## src/rtl/hwag_pkg.sv

```systemverilog
// Shared angle-generator types and constants for the coil scheduler.
// Angle counter counts down from HWAG_ANGLE_MAX to 0 each revolution.
package hwag_pkg;

  localparam int HWAG_ANGLE_W    = 16;
  localparam int HWAG_ANGLE_MAX  = 3839;
  localparam int TICKS_PER_TOOTH = 64;

  typedef logic [HWAG_ANGLE_W-1:0] angle_t;

  typedef enum logic [1:0] {
    IDLE,
    WAIT_SET,
    ON,
    DONE
  } ch_state_e;

endpackage

```

## src/rtl/angle_window_comp.sv

```systemverilog
// Registered window comparator shared by all channels via the scan pipe.
// in_window: reached set but not yet reset; past_reset: reset reached.
module angle_window_comp #(
  parameter int ANGLE_W = 16
) (
  input  logic               clk,
  input  logic               rst,
  input  logic [ANGLE_W-1:0] angle,
  input  logic [ANGLE_W-1:0] set_a,
  input  logic [ANGLE_W-1:0] reset_a,
  output logic               in_window,
  output logic               past_reset
);

  always_ff @(posedge clk or negedge rst) begin
    if (!rst) begin
      in_window  <= 1'b0;
      past_reset <= 1'b0;
    end else begin
      in_window  <= (angle <= set_a) && (angle > reset_a);
      past_reset <= (angle <= reset_a);
    end
  end

endmodule

```

## src/rtl/coil_scheduler.sv

```systemverilog
// Multi-channel coil/injector scheduler on the down-counting main angle.
// One comparator is shared round-robin; shadow angles go live at wrap.
module coil_scheduler
  import hwag_pkg::*;
#(
  parameter int N_CH      = 4,
  parameter int ANGLE_W   = HWAG_ANGLE_W,
  parameter int ANGLE_MAX = HWAG_ANGLE_MAX,
  localparam int CH_W     = $clog2(N_CH)
) (
  input  logic               clk,
  input  logic               rst,
  input  logic               sync,
  input  logic [ANGLE_W-1:0] angle,
  input  logic               wrap,
  input  logic               wr_en,
  input  logic [CH_W-1:0]    wr_ch,
  input  logic [ANGLE_W-1:0] wr_set,
  input  logic [ANGLE_W-1:0] wr_reset,
  output logic               wr_ack,
  output logic               wr_err,
  output logic [N_CH-1:0]    coil_out,
  output logic [N_CH-1:0]    overrun,
  input  logic               clr_overrun
);

  localparam logic [ANGLE_W-1:0] MAX_A = ANGLE_W'(ANGLE_MAX);
  localparam logic [CH_W:0]      NCH_V = (CH_W+1)'(N_CH);
  localparam logic [CH_W-1:0]    LAST  = CH_W'(N_CH-1);

  logic [ANGLE_W-1:0] sh_set  [N_CH];
  logic [ANGLE_W-1:0] sh_rst  [N_CH];
  logic [ANGLE_W-1:0] act_set [N_CH];
  logic [ANGLE_W-1:0] act_rst [N_CH];
  ch_state_e          st      [N_CH];

  logic               wr_ok;
  logic [N_CH-1:0]    en_next;

  logic [CH_W-1:0]    ptr;
  logic [CH_W-1:0]    s1_ch;
  logic [CH_W-1:0]    s2_ch;
  logic               s1_vld;
  logic               s2_vld;
  logic [ANGLE_W-1:0] s1_angle;
  logic [ANGLE_W-1:0] s1_set;
  logic [ANGLE_W-1:0] s1_rst;
  logic               in_win;
  logic               past_rst;

  always_comb begin
    wr_ok = ({1'b0, wr_ch} < NCH_V)
         && (wr_set <= MAX_A)
         && (wr_reset <= MAX_A);
  end

  // Enable test on the values the wrap is about to make active.
  always_comb begin
    en_next = '0;
    for (int i = 0; i < N_CH; i++) begin
      en_next[i] = sh_set[i] > sh_rst[i];
    end
  end

  always_ff @(posedge clk or negedge rst) begin
    if (!rst) begin
      wr_ack <= 1'b0;
      wr_err <= 1'b0;
      for (int i = 0; i < N_CH; i++) begin
        sh_set[i]  <= '0;
        sh_rst[i]  <= '0;
        act_set[i] <= '0;
        act_rst[i] <= '0;
      end
    end else begin
      wr_ack <= wr_en && wr_ok;
      wr_err <= wr_en && !wr_ok;
      if (wrap) begin
        for (int i = 0; i < N_CH; i++) begin
          act_set[i] <= sh_set[i];
          act_rst[i] <= sh_rst[i];
        end
      end
      if (wr_en && wr_ok) begin
        sh_set[wr_ch] <= wr_set;
        sh_rst[wr_ch] <= wr_reset;
      end
    end
  end

  // Scan entries loaded or in flight across a wrap see the old revolution.
  always_ff @(posedge clk or negedge rst) begin
    if (!rst) begin
      ptr      <= '0;
      s1_ch    <= '0;
      s2_ch    <= '0;
      s1_vld   <= 1'b0;
      s2_vld   <= 1'b0;
      s1_angle <= '0;
      s1_set   <= '0;
      s1_rst   <= '0;
    end else begin
      ptr      <= (ptr == LAST) ? '0 : ptr + CH_W'(1);
      s1_ch    <= ptr;
      s1_angle <= angle;
      s1_set   <= act_set[ptr];
      s1_rst   <= act_rst[ptr];
      s1_vld   <= !wrap;
      s2_ch    <= s1_ch;
      s2_vld   <= s1_vld && !wrap;
    end
  end

  angle_window_comp #(
    .ANGLE_W   (ANGLE_W)
  ) u_comp (
    .clk       (clk),
    .rst       (rst),
    .angle     (s1_angle),
    .set_a     (s1_set),
    .reset_a   (s1_rst),
    .in_window (in_win),
    .past_reset(past_rst)
  );

  always_ff @(posedge clk or negedge rst) begin
    if (!rst) begin
      coil_out <= '0;
      overrun  <= '0;
      for (int i = 0; i < N_CH; i++) begin
        st[i] <= IDLE;
      end
    end else begin
      if (clr_overrun) begin
        overrun <= '0;
      end
      for (int i = 0; i < N_CH; i++) begin
        if (!sync) begin
          st[i]       <= IDLE;
          coil_out[i] <= 1'b0;
        end else if (wrap) begin
          coil_out[i] <= 1'b0;
          if (st[i] == ON) begin
            overrun[i] <= 1'b1;
          end
          st[i] <= en_next[i] ? WAIT_SET : IDLE;
        end else if (s2_vld && (s2_ch == CH_W'(i))) begin
          unique case (1'b1)
            (st[i] == WAIT_SET) && past_rst: begin
              st[i] <= DONE;
            end
            (st[i] == WAIT_SET) && in_win: begin
              st[i]       <= ON;
              coil_out[i] <= 1'b1;
            end
            (st[i] == ON) && past_rst: begin
              st[i]       <= DONE;
              coil_out[i] <= 1'b0;
            end
            default: begin
            end
          endcase
        end
      end
    end
  end

endmodule

```

## config.mk

```make
export PLATFORM = sky130hd
export DESIGN_NAME = coil_scheduler
export DESIGN_NICKNAME = d
export VERILOG_FILES = /design/src/rtl/hwag_pkg.sv /design/src/rtl/angle_window_comp.sv /design/src/rtl/coil_scheduler.sv
export SDC_FILE = /design/constraint.sdc
export NUM_CORES = 1
export LEC_CHECK = 0
export CAP_MARGIN = 20
export CORE_ASPECT_RATIO = 1.5
export CORE_MARGIN = 2
export CORE_UTILIZATION = 60
export DETAILED_ROUTE_END_ITERATION = 8
export PLACE_DENSITY_LB_ADDON = 0.15
export SETUP_SLACK_MARGIN = 0.1
export SLEW_MARGIN = 30
export SYNTH_ARGS = -nofsm -noshare
export SYNTH_HDL_FRONTEND = slang
export SYNTH_HIERARCHICAL = 1
export SYNTH_SLANG_ARGS = --single-unit
export TNS_END_PERCENT = 30
```

## constraint.sdc

```tcl
create_clock -name clk -period 4.5 [get_ports clk]
set_clock_uncertainty 0.1 [all_clocks]
set_input_delay 0.45 -clock clk [delete_from_list [all_inputs] [get_ports clk]]
set_output_delay 0.45 -clock clk [all_outputs]
set_load 0.05 [all_outputs]
```

==> reports/metrics.cfg <==
[run_status]
status=finished clean

[synthesis]
synth_top_area_share_pct=55.77
netlist_instances=1076
ys_ff_latch=332
synth_nets=1229
synth-edff-count=0
synthTopCellsByCount=dfrtp_1, mux2_2, inv_1
seq_area_frac_synth_pct=55.77
synth_top_cell_by_area=dfrtp_1
synthTopCellsByArea=dfrtp_1, mux2_2, ha_1
synth_ff_type=dfrtp_1
yosysMostFrequentCell=dfrtp_1
ys_warn_count=6
syn_avg_cell_area_um2=13.84
synth.cell_area_mm2=0.01490
async_reset_ff_share_pct=100.0
ys_types=50

[timing]
relSlewSlack_pct=35.59
setup_viol_count_final=0
finalHoldViolCount=0
maxSlewViolCount=0
hold-worst-slack_ps=236.3
fin_crit_ps=2790
grt_setup_unrepaired=no
fmax_mhz=358.4
period_share_pct=62.00
worst_slew_pin_slew_ps=941.7
fin_setup_tns_ps=0

[global_routing]
overflow=0
grt_max_degree=112
grt_pass1_vias=9510
grt_pass1_wl_um=51910
track_usage_pct=25.73
antenna_found_initial=1

[final_layout]
final_nets=1302
multiInputGateArea_mm2=0.006022
diodes=0
layout-drive-gt1-share_pct=26.09
fillers=1702
fin_util_pct=69.43
area_growth_pct=13.90
ff_latch_area_mm2=0.008312

[clock_tree]
clk_path_buf_depth=3
cts.reportedPaths.clkPinSlew_ps=70
cts_buffers=31
cts_tree=built
postCtsSetupBuffers=0
htree_levels=1
worstSkewPairLatency_ps=550
cts_sinks=332
root_buffer=clkbuf_16

[die]
core_area_mm2=0.02444
fp.dieW_um=132.7
die_h_um=197.0
dieArea_mm2=0.02613
io_pins=66
floorplan.rows=70
initial_core_util_pct=60.96

[power_and_ir_drop]
p_per_area_mw_per_mm2=358.2
clockPowerShare_pct=43.8
p_leak_nw=8.316
peakVddDrop_mv=0.3129
switching_share_pct=22.22
power_frac_comb_pct=5.7
switching_power_mw=1.350
p_int_mw=4.727
p_seq_share_pct=50.4

[critical_path]
endpoint_kind=flip-flop
rrSetupSlack_ps=1710
crit_type=flip-flop to flip-flop
critPathRequiredTime_ps=4790
worstPathMaxFanout=3
cp-start-kind=flip-flop
arrival_ps=3080

[detailed_routing]
dr.pass1.iters=5
first_iter_violations=508
antenna_left=0
vias=8678
drc=0
wl_um=31850
vias_per_cell=5.797
avgRoutedWirePerCell_um=21.28

[placed_design]
port_buffers=65
place.gp.congestion=0.8107
hpwl_um=22730

[run]
maxCapViolations=0

[min_path]
hold_class=input pin to flip-flop

==> per-stage QoR <==
stage | area (µm²) | std cells | power, mW | setup WS (ps)
final | 16970 | 1497 | 6.078 | 1710
after global routing | 16970 | 1497 | 6.279 | 1601
after CTS | 16940 | 1496 | 6.137 | 1730
after detailed placement | 15880 | 1438 | 3.470 | 1623
after global placement | 15880 | 1438 | 3.461 | 1679
after floorplan | 14900 | 1076 | 3.270 | 2455
==> flip-flops by register name, summed over array words and instances, names as in the netlist, 4 cells and up <==
register,flops
act_rst,64
act_set,64
coil_out,4
overrun,4
s1_angle,16
s1_rst,16
s1_set,16
sh_rst,64
sh_set,64
st,8
==> layer usage <==
| layer | GRT usage, % | share of wire, % | vias to the layer above |
|---|---|---|---|
| li1 | - | - | 3985 |
| met1 | 32.33 | 40 | 4467 |
| met2 | 46.02 | 53 | 160 |
| met3 | 3.344 | 3.6 | 66 |
| met4 | 8.921 | 3.5 | 0 |
| met5 | 0 | 0 | - |
==> worst paths after layout <==
kind,end,from,cells past startpoint
max,st[0]$_DFFE_PN0P_,sh_set[7]$_DFFE_PN0P_,6
min,s1_angle[14]$_DFF_PN0_,angle[14],1
max reg2reg,st[0]$_DFFE_PN0P_,sh_set[7]$_DFFE_PN0P_,6
min reg2reg,s2_ch[0]$_DFF_PN0_,s1_ch[0]$_DFF_PN0_,0
max in group asynchronous,sh_set[15]$_DFFE_PN0P_,rst,4
min in group asynchronous,s1_angle[2]$_DFF_PN0_,rst,2
==> worst max-delay path: stages, from the launching register on <==
cell	delay, ps
dfrtp_1	400
ha_1	330
a21oi_1	150
o21ai_0	230
a221o_1	400
a2111oi_0	870
o32ai_1	150
==> cell usage in the layout (no fill, tap or decap), drive strengths merged, types with 2 or more instances in the layout <==
| master | count |
|---|---|
| dfrtp | 332 |
| mux2 | 212 |
| inv | 106 |
| ha | 97 |
| clkdlybuf4s50 | 63 |
| a21oi | 44 |
| clkbuf | 41 |
| nand2 | 35 |
| mux4 | 32 |
| o21ai | 26 |
| and2 | 23 |
| nand3 | 20 |
| nand4 | 16 |
| nor2b | 13 |
| buf | 12 |
| and4 | 11 |
| nor2 | 11 |
| clkinv | 10 |
| a31oi | 9 |
| a21o | 7 |
| o211ai | 5 |
| nand2b | 4 |
| o22ai | 4 |
| o32ai | 4 |
| a221o | 4 |
| a211oi | 4 |
| nor4 | 3 |
| a2111oi | 3 |
| bufinv | 3 |
| clkinvlp | 3 |
| nand3b | 2 |
| a221oi | 2 |
==> layout make-up <==
cell class / count / area share (%)
multi-input combinational: 602 / 35.49
sequential: 332 / 48.99
inverter: 106 / 2.345
timing repair buffer: 76 / 4.617
tap: 324 / 2.389
clock inverter: 16 / 0.9587
clock buffer: 41 / 5.206
==> timing repair <==
action,CTS,global route
hold buffers,1,0
resized for setup,0,0
endpoints found under the setup margin,0,0
endpoints found under the hold margin,107,0
==> power groups by stage <==
stage / Clock, mW / Combinational (mW) / Sequential (mW)
2_1_floorplan: 0 / 0.158 / 3.11
3_3_place_gp: 0 / 0.342 / 3.12
3_5_place_dp: 0 / 0.349 / 3.12
4_1_cts: 2.72 / 0.352 / 3.07
5_1_grt: 2.82 / 0.387 / 3.07
6_report: 2.66 / 0.349 / 3.07
==> cells by family (layout without fill, tap and decap cells) <==
group / Yosys count / after routing / synth area share (%)
fa+ha+maj: 97 / 97 / 8.148
flops: 332 / 332 / 55.77
mux: 244 / 244 / 21.27
compound gates: 119 / 119 / 4.981
buf+inv: 142 / 239 / 3.797
simple gates: 142 / 142 / 6.031
Power figures use the tool's default switching activity.
